## config.mk

```make
export PLATFORM = sky130hd
export DESIGN_NAME = riscv_decode
export DESIGN_NICKNAME = d
export VERILOG_FILES = /design/src/rtl/riscv_decode_pkg.sv /design/src/rtl/riscv_decode_regfile.sv /design/src/rtl/riscv_decode.sv
export SDC_FILE = /design/constraint.sdc
export NUM_CORES = 2
export LEC_CHECK = 0
export BUFFER_PORTS_ARGS = -buffer_cell sky130_fd_sc_hd__clkbuf_2
export CAP_MARGIN = 20
export CORE_MARGIN = 2
export CORE_UTILIZATION = 50
export DETAILED_ROUTE_END_ITERATION = 8
export GPL_ROUTABILITY_DRIVEN = 0
export PLACE_DENSITY = 0.69
export SYNTH_ARGS = -nofsm -noshare
export SYNTH_HDL_FRONTEND = slang
export SYNTH_SLANG_ARGS = --single-unit
```

## constraint.sdc

```tcl
create_clock -name clk_i -period 4.3 [get_ports clk_i]
set_input_delay 1.29 -clock clk_i [delete_from_list [all_inputs] [get_ports clk_i]]
set_output_delay 1.29 -clock clk_i [all_outputs]
set_load 0.03 [all_outputs]
```

## src/rtl/riscv_decode_pkg.sv

```systemverilog
// ============================================================================
// riscv_decode_pkg : instruction indices, opcode/funct constants and decoder
// Rev 1.0
// ============================================================================
`default_nettype none

package riscv_decode_pkg;

    localparam int INST_W = 58;

    // Bit positions in the one-hot instruction vector, shared with execute.
    // Indices 30 and above are reserved for execute-side extensions.
    localparam int ENUM_INST_ANDI  = 0;
    localparam int ENUM_INST_ADDI  = 1;
    localparam int ENUM_INST_SLTI  = 2;
    localparam int ENUM_INST_SLTIU = 3;
    localparam int ENUM_INST_ORI   = 4;
    localparam int ENUM_INST_XORI  = 5;
    localparam int ENUM_INST_SLLI  = 6;
    localparam int ENUM_INST_SRLI  = 7;
    localparam int ENUM_INST_SRAI  = 8;
    localparam int ENUM_INST_LUI   = 9;
    localparam int ENUM_INST_AUIPC = 10;
    localparam int ENUM_INST_ADD   = 11;
    localparam int ENUM_INST_SUB   = 12;
    localparam int ENUM_INST_SLT   = 13;
    localparam int ENUM_INST_SLTU  = 14;
    localparam int ENUM_INST_XOR   = 15;
    localparam int ENUM_INST_OR    = 16;
    localparam int ENUM_INST_AND   = 17;
    localparam int ENUM_INST_SLL   = 18;
    localparam int ENUM_INST_SRL   = 19;
    localparam int ENUM_INST_SRA   = 20;
    localparam int ENUM_INST_JAL   = 21;
    localparam int ENUM_INST_JALR  = 22;
    localparam int ENUM_INST_BEQ   = 23;
    localparam int ENUM_INST_BNE   = 24;
    localparam int ENUM_INST_BLT   = 25;
    localparam int ENUM_INST_BGE   = 26;
    localparam int ENUM_INST_BLTU  = 27;
    localparam int ENUM_INST_BGEU  = 28;
    localparam int ENUM_INST_MUL   = 29;

    localparam logic [6:0] OPC_OP_IMM = 7'b0010011;
    localparam logic [6:0] OPC_OP     = 7'b0110011;
    localparam logic [6:0] OPC_LUI    = 7'b0110111;
    localparam logic [6:0] OPC_AUIPC  = 7'b0010111;
    localparam logic [6:0] OPC_JAL    = 7'b1101111;
    localparam logic [6:0] OPC_JALR   = 7'b1100111;
    localparam logic [6:0] OPC_BRANCH = 7'b1100011;

    localparam logic [6:0] F7_BASE   = 7'h00;
    localparam logic [6:0] F7_ALT    = 7'h20;
    localparam logic [6:0] F7_MULDIV = 7'h01;

    typedef logic [INST_W-1:0] inst_vec_t;

    // Returns all-zero for any encoding execute does not implement.
    function automatic inst_vec_t decode_instr(input logic [31:0] instr,
                                               input logic        support_mul);
        inst_vec_t  v;
        logic [6:0] opc;
        logic [2:0] f3;
        logic [6:0] f7;
        v   = '0;
        opc = instr[6:0];
        f3  = instr[14:12];
        f7  = instr[31:25];
        case (opc)
            OPC_OP_IMM: begin
                case (f3)
                    3'b000: v[ENUM_INST_ADDI]  = 1'b1;
                    3'b010: v[ENUM_INST_SLTI]  = 1'b1;
                    3'b011: v[ENUM_INST_SLTIU] = 1'b1;
                    3'b100: v[ENUM_INST_XORI]  = 1'b1;
                    3'b110: v[ENUM_INST_ORI]   = 1'b1;
                    3'b111: v[ENUM_INST_ANDI]  = 1'b1;
                    3'b001: v[ENUM_INST_SLLI]  = (f7 == F7_BASE);
                    3'b101: begin
                        v[ENUM_INST_SRLI] = (f7 == F7_BASE);
                        v[ENUM_INST_SRAI] = (f7 == F7_ALT);
                    end
                    default: v = '0;
                endcase
            end
            OPC_OP: begin
                if (f7 == F7_BASE) begin
                    case (f3)
                        3'b000:  v[ENUM_INST_ADD]  = 1'b1;
                        3'b001:  v[ENUM_INST_SLL]  = 1'b1;
                        3'b010:  v[ENUM_INST_SLT]  = 1'b1;
                        3'b011:  v[ENUM_INST_SLTU] = 1'b1;
                        3'b100:  v[ENUM_INST_XOR]  = 1'b1;
                        3'b101:  v[ENUM_INST_SRL]  = 1'b1;
                        3'b110:  v[ENUM_INST_OR]   = 1'b1;
                        default: v[ENUM_INST_AND]  = 1'b1;
                    endcase
                end else if (f7 == F7_ALT) begin
                    v[ENUM_INST_SUB] = (f3 == 3'b000);
                    v[ENUM_INST_SRA] = (f3 == 3'b101);
                end else if (f7 == F7_MULDIV) begin
                    v[ENUM_INST_MUL] = support_mul && (f3 == 3'b000);
                end
            end
            OPC_LUI:   v[ENUM_INST_LUI]   = 1'b1;
            OPC_AUIPC: v[ENUM_INST_AUIPC] = 1'b1;
            OPC_JAL:   v[ENUM_INST_JAL]   = 1'b1;
            OPC_JALR:  v[ENUM_INST_JALR]  = (f3 == 3'b000);
            OPC_BRANCH: begin
                case (f3)
                    3'b000:  v[ENUM_INST_BEQ]  = 1'b1;
                    3'b001:  v[ENUM_INST_BNE]  = 1'b1;
                    3'b100:  v[ENUM_INST_BLT]  = 1'b1;
                    3'b101:  v[ENUM_INST_BGE]  = 1'b1;
                    3'b110:  v[ENUM_INST_BLTU] = 1'b1;
                    3'b111:  v[ENUM_INST_BGEU] = 1'b1;
                    default: v = '0;
                endcase
            end
            default: v = '0;
        endcase
        return v;
    endfunction

endpackage

`default_nettype wire

```

## src/rtl/riscv_decode_regfile.sv

```systemverilog
// ============================================================================
// riscv_regfile : 32x32 integer register file, 2 async reads, 1 sync write
// Rev 1.0
// ============================================================================
`default_nettype none

module riscv_regfile (
    input  logic        clk_i,
    input  logic        rst_ni,
    input  logic [4:0]  ra_idx_i,
    input  logic [4:0]  rb_idx_i,
    output logic [31:0] ra_data_o,
    output logic [31:0] rb_data_o,
    input  logic        wr_en_i,
    input  logic [4:0]  wr_idx_i,
    input  logic [31:0] wr_data_i
);

    logic [31:0] regs_q [32];
    logic [31:0] regs_d [32];

    always_comb begin
        regs_d = regs_q;
        if (wr_en_i) begin
            regs_d[wr_idx_i] = wr_data_i;
        end
        regs_d[0] = '0;
    end

    always_ff @(posedge clk_i or negedge rst_ni) begin
        if (!rst_ni) begin
            for (int i = 0; i < 32; i++) begin
                regs_q[i] <= '0;
            end
        end else begin
            regs_q <= regs_d;
        end
    end

    assign ra_data_o = (ra_idx_i == 5'd0) ? 32'd0 : regs_q[ra_idx_i];
    assign rb_data_o = (rb_idx_i == 5'd0) ? 32'd0 : regs_q[rb_idx_i];

endmodule

`default_nettype wire

```

## src/rtl/riscv_decode.sv

```systemverilog
// ============================================================================
// riscv_decode : decode / operand-fetch stage feeding execute, with bypassing
// Rev 1.0
// ============================================================================
`default_nettype none

module riscv_decode
    import riscv_decode_pkg::*;
#(
    parameter bit SUPPORT_MUL      = 1'b1,
    parameter bit FLUSH_ON_UNKNOWN = 1'b0
) (
    input  logic              clk_i,
    input  logic              rst_ni,
    input  logic              fetch_valid_i,
    input  logic [31:0]       fetch_instr_i,
    input  logic [31:0]       fetch_pc_i,
    output logic              fetch_accept_o,
    input  logic              branch_request_i,
    input  logic              exec_stall_i,
    input  logic [4:0]        writeback_idx_i,
    input  logic [31:0]       writeback_value_i,
    input  logic              writeback_squash_i,
    output logic              opcode_valid_o,
    output logic [INST_W-1:0] opcode_instr_o,
    output logic [31:0]       opcode_opcode_o,
    output logic [31:0]       opcode_pc_o,
    output logic [4:0]        opcode_rd_idx_o,
    output logic [4:0]        opcode_ra_idx_o,
    output logic [4:0]        opcode_rb_idx_o,
    output logic [31:0]       opcode_ra_operand_o,
    output logic [31:0]       opcode_rb_operand_o,
    output logic              unknown_o
);

    logic              valid_q,      valid_d;
    logic [INST_W-1:0] instr_q,      instr_d;
    logic [31:0]       opcode_q,     opcode_d;
    logic [31:0]       pc_q,         pc_d;
    logic [4:0]        rd_idx_q,     rd_idx_d;
    logic [4:0]        ra_idx_q,     ra_idx_d;
    logic [4:0]        rb_idx_q,     rb_idx_d;
    logic [31:0]       ra_operand_q, ra_operand_d;
    logic [31:0]       rb_operand_q, rb_operand_d;
    logic              unknown_q,    unknown_d;

    logic              w_accept;
    logic              w_wb_en;
    logic [4:0]        w_fetch_ra;
    logic [4:0]        w_fetch_rb;
    logic [31:0]       w_rf_ra;
    logic [31:0]       w_rf_rb;
    logic [31:0]       w_cap_ra;
    logic [31:0]       w_cap_rb;
    logic              w_out_hit_ra;
    logic              w_out_hit_rb;
    inst_vec_t         w_fetch_inst;
    logic              w_fetch_unknown;
    logic              w_fetch_live;

    assign w_accept   = !exec_stall_i;
    assign w_wb_en    = (writeback_idx_i != 5'd0) && !writeback_squash_i;
    assign w_fetch_ra = fetch_instr_i[19:15];
    assign w_fetch_rb = fetch_instr_i[24:20];

    riscv_regfile u_regfile (
        .clk_i     (clk_i),
        .rst_ni    (rst_ni),
        .ra_idx_i  (w_fetch_ra),
        .rb_idx_i  (w_fetch_rb),
        .ra_data_o (w_rf_ra),
        .rb_data_o (w_rf_rb),
        .wr_en_i   (w_wb_en),
        .wr_idx_i  (writeback_idx_i),
        .wr_data_i (writeback_value_i)
    );

    assign w_fetch_inst    = decode_instr(fetch_instr_i, SUPPORT_MUL);
    assign w_fetch_unknown = (w_fetch_inst == '0);
    assign w_fetch_live    = fetch_valid_i && !branch_request_i;

    // The register file write lands on the same edge, so the read port is stale.
    assign w_cap_ra = (w_wb_en && (writeback_idx_i == w_fetch_ra)) ? writeback_value_i : w_rf_ra;
    assign w_cap_rb = (w_wb_en && (writeback_idx_i == w_fetch_rb)) ? writeback_value_i : w_rf_rb;

    assign w_out_hit_ra = (ra_idx_q != 5'd0) && (ra_idx_q == writeback_idx_i) && !writeback_squash_i;
    assign w_out_hit_rb = (rb_idx_q != 5'd0) && (rb_idx_q == writeback_idx_i) && !writeback_squash_i;

    always_comb begin
        valid_d      = valid_q;
        instr_d      = instr_q;
        opcode_d     = opcode_q;
        pc_d         = pc_q;
        rd_idx_d     = rd_idx_q;
        ra_idx_d     = ra_idx_q;
        rb_idx_d     = rb_idx_q;
        ra_operand_d = ra_operand_q;
        rb_operand_d = rb_operand_q;
        unknown_d    = 1'b0;
        if (w_accept) begin
            valid_d      = w_fetch_live && !(FLUSH_ON_UNKNOWN && w_fetch_unknown);
            instr_d      = w_fetch_inst;
            opcode_d     = fetch_instr_i;
            pc_d         = fetch_pc_i;
            rd_idx_d     = fetch_instr_i[11:7];
            ra_idx_d     = w_fetch_ra;
            rb_idx_d     = w_fetch_rb;
            ra_operand_d = w_cap_ra;
            rb_operand_d = w_cap_rb;
            unknown_d    = w_fetch_live && w_fetch_unknown;
        end else begin
            if (branch_request_i) begin
                valid_d = 1'b0;
            end
            // Held operands absorb a writeback so they stay correct once it ends.
            if (w_out_hit_ra) begin
                ra_operand_d = writeback_value_i;
            end
            if (w_out_hit_rb) begin
                rb_operand_d = writeback_value_i;
            end
        end
    end

    always_ff @(posedge clk_i or negedge rst_ni) begin
        if (!rst_ni) begin
            valid_q      <= 1'b0;
            instr_q      <= '0;
            opcode_q     <= '0;
            pc_q         <= '0;
            rd_idx_q     <= '0;
            ra_idx_q     <= '0;
            rb_idx_q     <= '0;
            ra_operand_q <= '0;
            rb_operand_q <= '0;
            unknown_q    <= 1'b0;
        end else begin
            valid_q      <= valid_d;
            instr_q      <= instr_d;
            opcode_q     <= opcode_d;
            pc_q         <= pc_d;
            rd_idx_q     <= rd_idx_d;
            ra_idx_q     <= ra_idx_d;
            rb_idx_q     <= rb_idx_d;
            ra_operand_q <= ra_operand_d;
            rb_operand_q <= rb_operand_d;
            unknown_q    <= unknown_d;
        end
    end

    assign fetch_accept_o      = w_accept;
    assign opcode_valid_o      = valid_q;
    assign opcode_instr_o      = instr_q;
    assign opcode_opcode_o     = opcode_q;
    assign opcode_pc_o         = pc_q;
    assign opcode_rd_idx_o     = rd_idx_q;
    assign opcode_ra_idx_o     = ra_idx_q;
    assign opcode_rb_idx_o     = rb_idx_q;
    assign opcode_ra_operand_o = w_out_hit_ra ? writeback_value_i : ra_operand_q;
    assign opcode_rb_operand_o = w_out_hit_rb ? writeback_value_i : rb_operand_q;
    assign unknown_o           = unknown_q;

endmodule

`default_nettype wire
```

======== Yosys cells after proc, flatten, opt, wreduce, memory -nomap -nowiden ========
Index checks and enable logic that the tools add are counted.
word-level totals
  input bits .............................. 107
  bits in registers ....................... 1167
operators by class
  reductions and logical operators ........ 22
  order comparisons ....................... 4
  eq/ne operators ......................... 21
  bitwise gates (word level) .............. 3
  multiplexer cells ....................... 48
operators by type and width
  operator              number
  $bwmux W1024          1
  $mux W32              13
  $bmux W32 S5          2
  $demux W32 S5         1
  $logic_not A58 Y1     1
  $mux W1               26
  $eq A7 B6 Y1 const B  3
  $eq A7 B7 Y1 const B  3
  $eq A5 B5 Y1          4
  $ge A6 B6 Y1 const B  3
  $not A5 Y6            3
  $reduce_bool A5 Y1    3
  $eq A7 B5 Y1 const B  2
  $eq A3 B3 Y1 const B  4
  $logic_and A1 B1 Y1   10
  $logic_not A5 Y1      2
  $mux W10              1
  $mux W9               1
  $eq A7 B1 Y1 const B  1
  $logic_not A7 Y1      1
  $mux W7               1
  $reduce_or A7 Y1      1
  $eq A3 B2 Y1 const B  2
  $lt A6 B1 Y1 const B  1
  other kinds (6)       8

======== Longest topological paths before layout ========
  word-level depth ........................ 8
  gate-level depth with buffers ........... 11
  depth with buffers taken out ............ 5

======== Hierarchy ========
From an unflattened synthesis, not the netlist that was laid out.
unflattened totals
  cell total of the unflattened synthesis .. 4272
  area total of the unflattened synthesis .. 61537.8 um^2
by module, submodules not included
  module         cells an instance  times used  area each (um^2)
  riscv_regfile  3616               1           52928.3
  riscv_decode   656                1           8609.5

======== Worst setup path after synthesis ========
Ideal clock, no wire load.
  kind .................................... input port to output port
  start point ............................. in writeback_idx_i[1]
  end point ............................... out opcode_ra_operand_o[30]
  buffers on the path ..................... 3
  data arrival time ....................... 3250 ps
  stages .................................. 7
  required time ........................... 3010 ps
  slack ................................... -240 ps
  path through ............................ nor2_1 > a21o_1 > or4_1 > buf_4 > buf_6 > buf_2 > o21ai_0
on the way
  word-level cells in the longest chain between the ends .. 4
ends and longest elaborated chain
  item                               RTL line            text
  start: declaration                 riscv_decode.sv:21  input logic [4:0] writeback_idx_i,
  $eq A5 B5 Y1                       riscv_decode.sv:86  assign w_out_hit_ra = (ra_idx_q != 5'd0) && (ra_idx_q == writeback_idx_i) && !writeback_squash_i;
  $logic_and A1 B1 Y1 (2 in series)  riscv_decode.sv:86
  $mux W32                           n/a
  end: declaration                   riscv_decode.sv:31  output logic [31:0] opcode_ra_operand_o,
Every way passes these cells.

======== Worst setup path after layout ========
  start point ............................. in writeback_idx_i[1]
  end point ............................... out opcode_rb_operand_o[14]
on the way
  word-level cells in the longest chain between the ends .. 4
ends and longest elaborated chain
  item                               RTL line            text
  $eq A5 B5 Y1                       riscv_decode.sv:87  assign w_out_hit_rb = (rb_idx_q != 5'd0) && (rb_idx_q == writeback_idx_i) && !writeback_squash_i;
  $logic_and A1 B1 Y1 (2 in series)  riscv_decode.sv:87
  $mux W32                           n/a
  end: declaration                   riscv_decode.sv:32  output logic [31:0] opcode_rb_operand_o,
Every way passes these cells.

==> results.md <==
* Hold Violations, Final at 0
* GRT Residual Overflow at 0
* Yosys reg bits at 1152
* Ys flop type: dfrtp_1
* Post-synth top area share at 47.3%
* Initial core utilization at 50.2%
* Reg power frac at 43.5%
* Boundary pin count at 311
* CP Capture Type: output pin
* Initial antenna violation count at 8
* Peak supply drop at 0.456 mV
* H-tree depth at 4
* Peak Freq at 229 MHz
* Site Rows at 128
* Clock Pin Slew Worst Setup and Hold Paths at 0.06 ns
* Vias at 42739
* Layout cell share with drive strength beyond 1 at 53.7%
* Top delay family on crit path: buffers and inverters
* DRC viols at 0
* Iter 0 DRT Violations at 4850
* Final period util at 101%
* CTS tree: yes
* Clock tree root buffer cell: clkbuf_16
* RSZ-0062 raised after global routing: yes
* Sw power at 9.27 mW
* Core footprint at 0.121 mm2
* Fin. max-slew vios at 0
* Final worst setup slack at -0.0585 ns
* Slew HR at 32.7%
* CP cell instances: buf_8, buf_6, xor2_4, nor4_4, nand2_4, clkbuf_16, mux2_4, buf_6
* Post-DP HPWL at 128000 um
* EDFF count, synth at 0
* Die boundary height at 353 um
* TritonCTS Buffers at 131
* Synthesized area per cell at 14.2 um2
* Clk sinks at 1152
* Req. time, crit path at 3.01 ns
* Most frequent CP cell: buf_6
* Async set-reset flop share out of synthesis at 100%
* Pint at 23.6 mW
* Sw frac at 28.2%
* Design area at 0.0707 mm2
* Layout Utilization at 58.2%
* Mapped Area at 0.0610 mm2
* Hold Crit Class: in2async
* Failing checks: negative setup slack
* Final wirelength at 203000 um
* Gate power share at 21.5%
* Vias in the first global route at 43171
* Cells after Synth at 4293
* Area Overhead vs Synth at 16.0%
* Sequential area share after synthesis at 47.3%
* Slew @ Worst Pin at 0.996 ns
* Final Hold Slack at 0.479 ns
* Gr usage total at 32.4%
* Worst Path Buf+Inv at 4
* Clock buffer depth at 3
* DR vias/cell at 6.78
* Leakage power at 31.4 nW
* Hold_buf cts at 0
* Post-Place Cells at 6057
* Final ANT Viol Nets at 0
* Clock share of power at 34.9%
* Library cells used by synthesis at 61
* Top area cells in the synthesized netlist: dfrtp_1, mux2_2, mux4_2, clkbuf_1, mux2i_1
* Crit path max-delay cell type: nor4_4
* Clock skew at 0.0223 ns
* Largest net degree at the start of global routing at 118
* Top-count cell post-synth: mux2_2
* DIE AREA at 0.125 mm2
* Die W at 353 um
* Drt wl/cell at 32.2 um
* Minimum clock period at 4.36 ns
* Status: finished with violations
* Worst-path fanout max at 8
* Critical Path AT at 3.07 ns
* Placement Cell Area at 0.0658 mm2
* Cells on worst reg2reg path at 7
* WP depth at 8
* Max stage delay on crit path at 0.37 ns
* Nets at 4682
* Post-Layout Cell Count at 6307
* Yosys top cell by area: dfrtp_1
* Maximum Capacitance Violations at 0
* Port bufs at 282
* Final number of setup-violating endpoints at 42
* Pwr/cell area at 466 mW/mm2
* First-pass GRT wire length at 298000 um
* Initial DRT Pass Iterations at 6
* Worst Setup Start Kind: input port
* Yosys warns at 0
* Worst-skew pair later-pin latency at 0.76 ns
* Critical path type: in2out
* Commonest cells post-synth: mux2_2, dfrtp_1, mux4_2, clkbuf_1, nand2_1
[power groups by stage]
stage | combinational (mW) | clock (mW) | sequential [mW]
floorplan | 4.98 | 0 | 14.0
global placement | 6.79 | 0 | 14.3
detailed placement | 6.94 | 0 | 14.4
CTS | 6.98 | 11.6 | 14.2
global route | 7.51 | 12.1 | 14.5
finish | 7.09 | 11.5 | 14.3
[through the flow]
stage / worst slack, ns / TNS [ns] / power (mW)
after floorplan: -0.00867 / -0.00867 / 19.0
after global placement: -0.169 / -4.30 / 21.1
after detailed placement: -0.175 / -4.95 / 21.3
after CTS: 0.00445 / 0 / 32.9
after global routing: -0.0492 / -1.45 / 34.2
final: -0.0585 / -0.752 / 32.9
[worst reg2reg max path, cell delays in order, from the launching register on]
cell and delay (ns):
dfrtp_1 0.55, xor2_4 0.25, nor4_4 0.37, nand2_4 0.24, clkbuf_16 0.29, mux2i_4 0.21
buf_4 0.20, o2111ai_1 0.42
[state kept, by name (all words and copies together), names as in the netlist]
name              flops
opcode_instr_o       30
opcode_valid_o        1
ra_operand_q         32
opcode_pc_o          32
rb_operand_q         32
u_regfile.regs_q    992
unknown_o             1
opcode_opcode_o      32
[final cells by class]
type | instances | area, um2
antenna | 12 | 30.0
clock buffer | 184 | 3810
clock inverter | 44 | 584
fill | 9578 | 50700
inverter | 22 | 82.6
multi-input combinational | 2654 | 30400
sequential | 1152 | 28800
tap | 1625 | 2030
timing repair buffer | 614 | 4940
[layer usage]
layer / wire (um) / vias up / share of wire, % / global-route usage (%)
met2: 91300 / 2447 / 45 / 48.7
li1: - / 17026 / - / -
met3: 20900 / 522 / 10 / 8.58
met1: 81000 / 22740 / 40 / 44.2
met4: 9940 / 4 / 4.9 / 15.0
met5: 29 / - / 0.014 / 0
[timing repair]
item,in CTS,in global routing
pin swaps,1,3
endpoints found under the hold margin,0,0
gates resized for setup,10,135
setup buffers,1,7
cloned,0,2
endpoints found under the setup margin,50,59
[kinds of logic after synthesis]
group | after synthesis | synth area share (%)
compound gates | 430 | 5.62
flops | 1152 | 47.3
simple gates | 482 | 4.06
other cells | 1 | 0.00615
buf+inv | 514 | 3.78
mux | 1694 | 39.0
xor+xnor | 20 | 0.287
[cell usage in the layout, fill, tap and decap left out, types with 58 or more instances in the layout]
cell type,n
a221oi_1,64
buf_12,64
buf_4,273
clkbuf_16,138
clkbuf_2,229
dfrtp_1,1152
mux2_2,1172
mux2i_1,66
mux4_2,418
nand2_1,140
nor2b_1,73
nor3_1,61
o21ai_0,64
o22ai_1,58
[path summary, 6_finish.rpt]
kind | startpoint | endpoint | slack (ns)
setup / recovery | writeback_idx_i[1] | opcode_rb_operand_o[14] | -0.06
hold / removal | rst_ni | u_regfile.regs_q[604] | 0.48
setup reg to reg | opcode_opcode_o[21] | rb_operand_q[3] | 1.63
hold reg to reg | opcode_instr_o[1] | opcode_instr_o[1] | 0.49
max in group asynchronous | rst_ni | u_regfile.regs_q[283] | 2.68
min in group clk_i | opcode_instr_o[1] | opcode_instr_o[1] | 0.49
(Power assumes the default switching activity.)
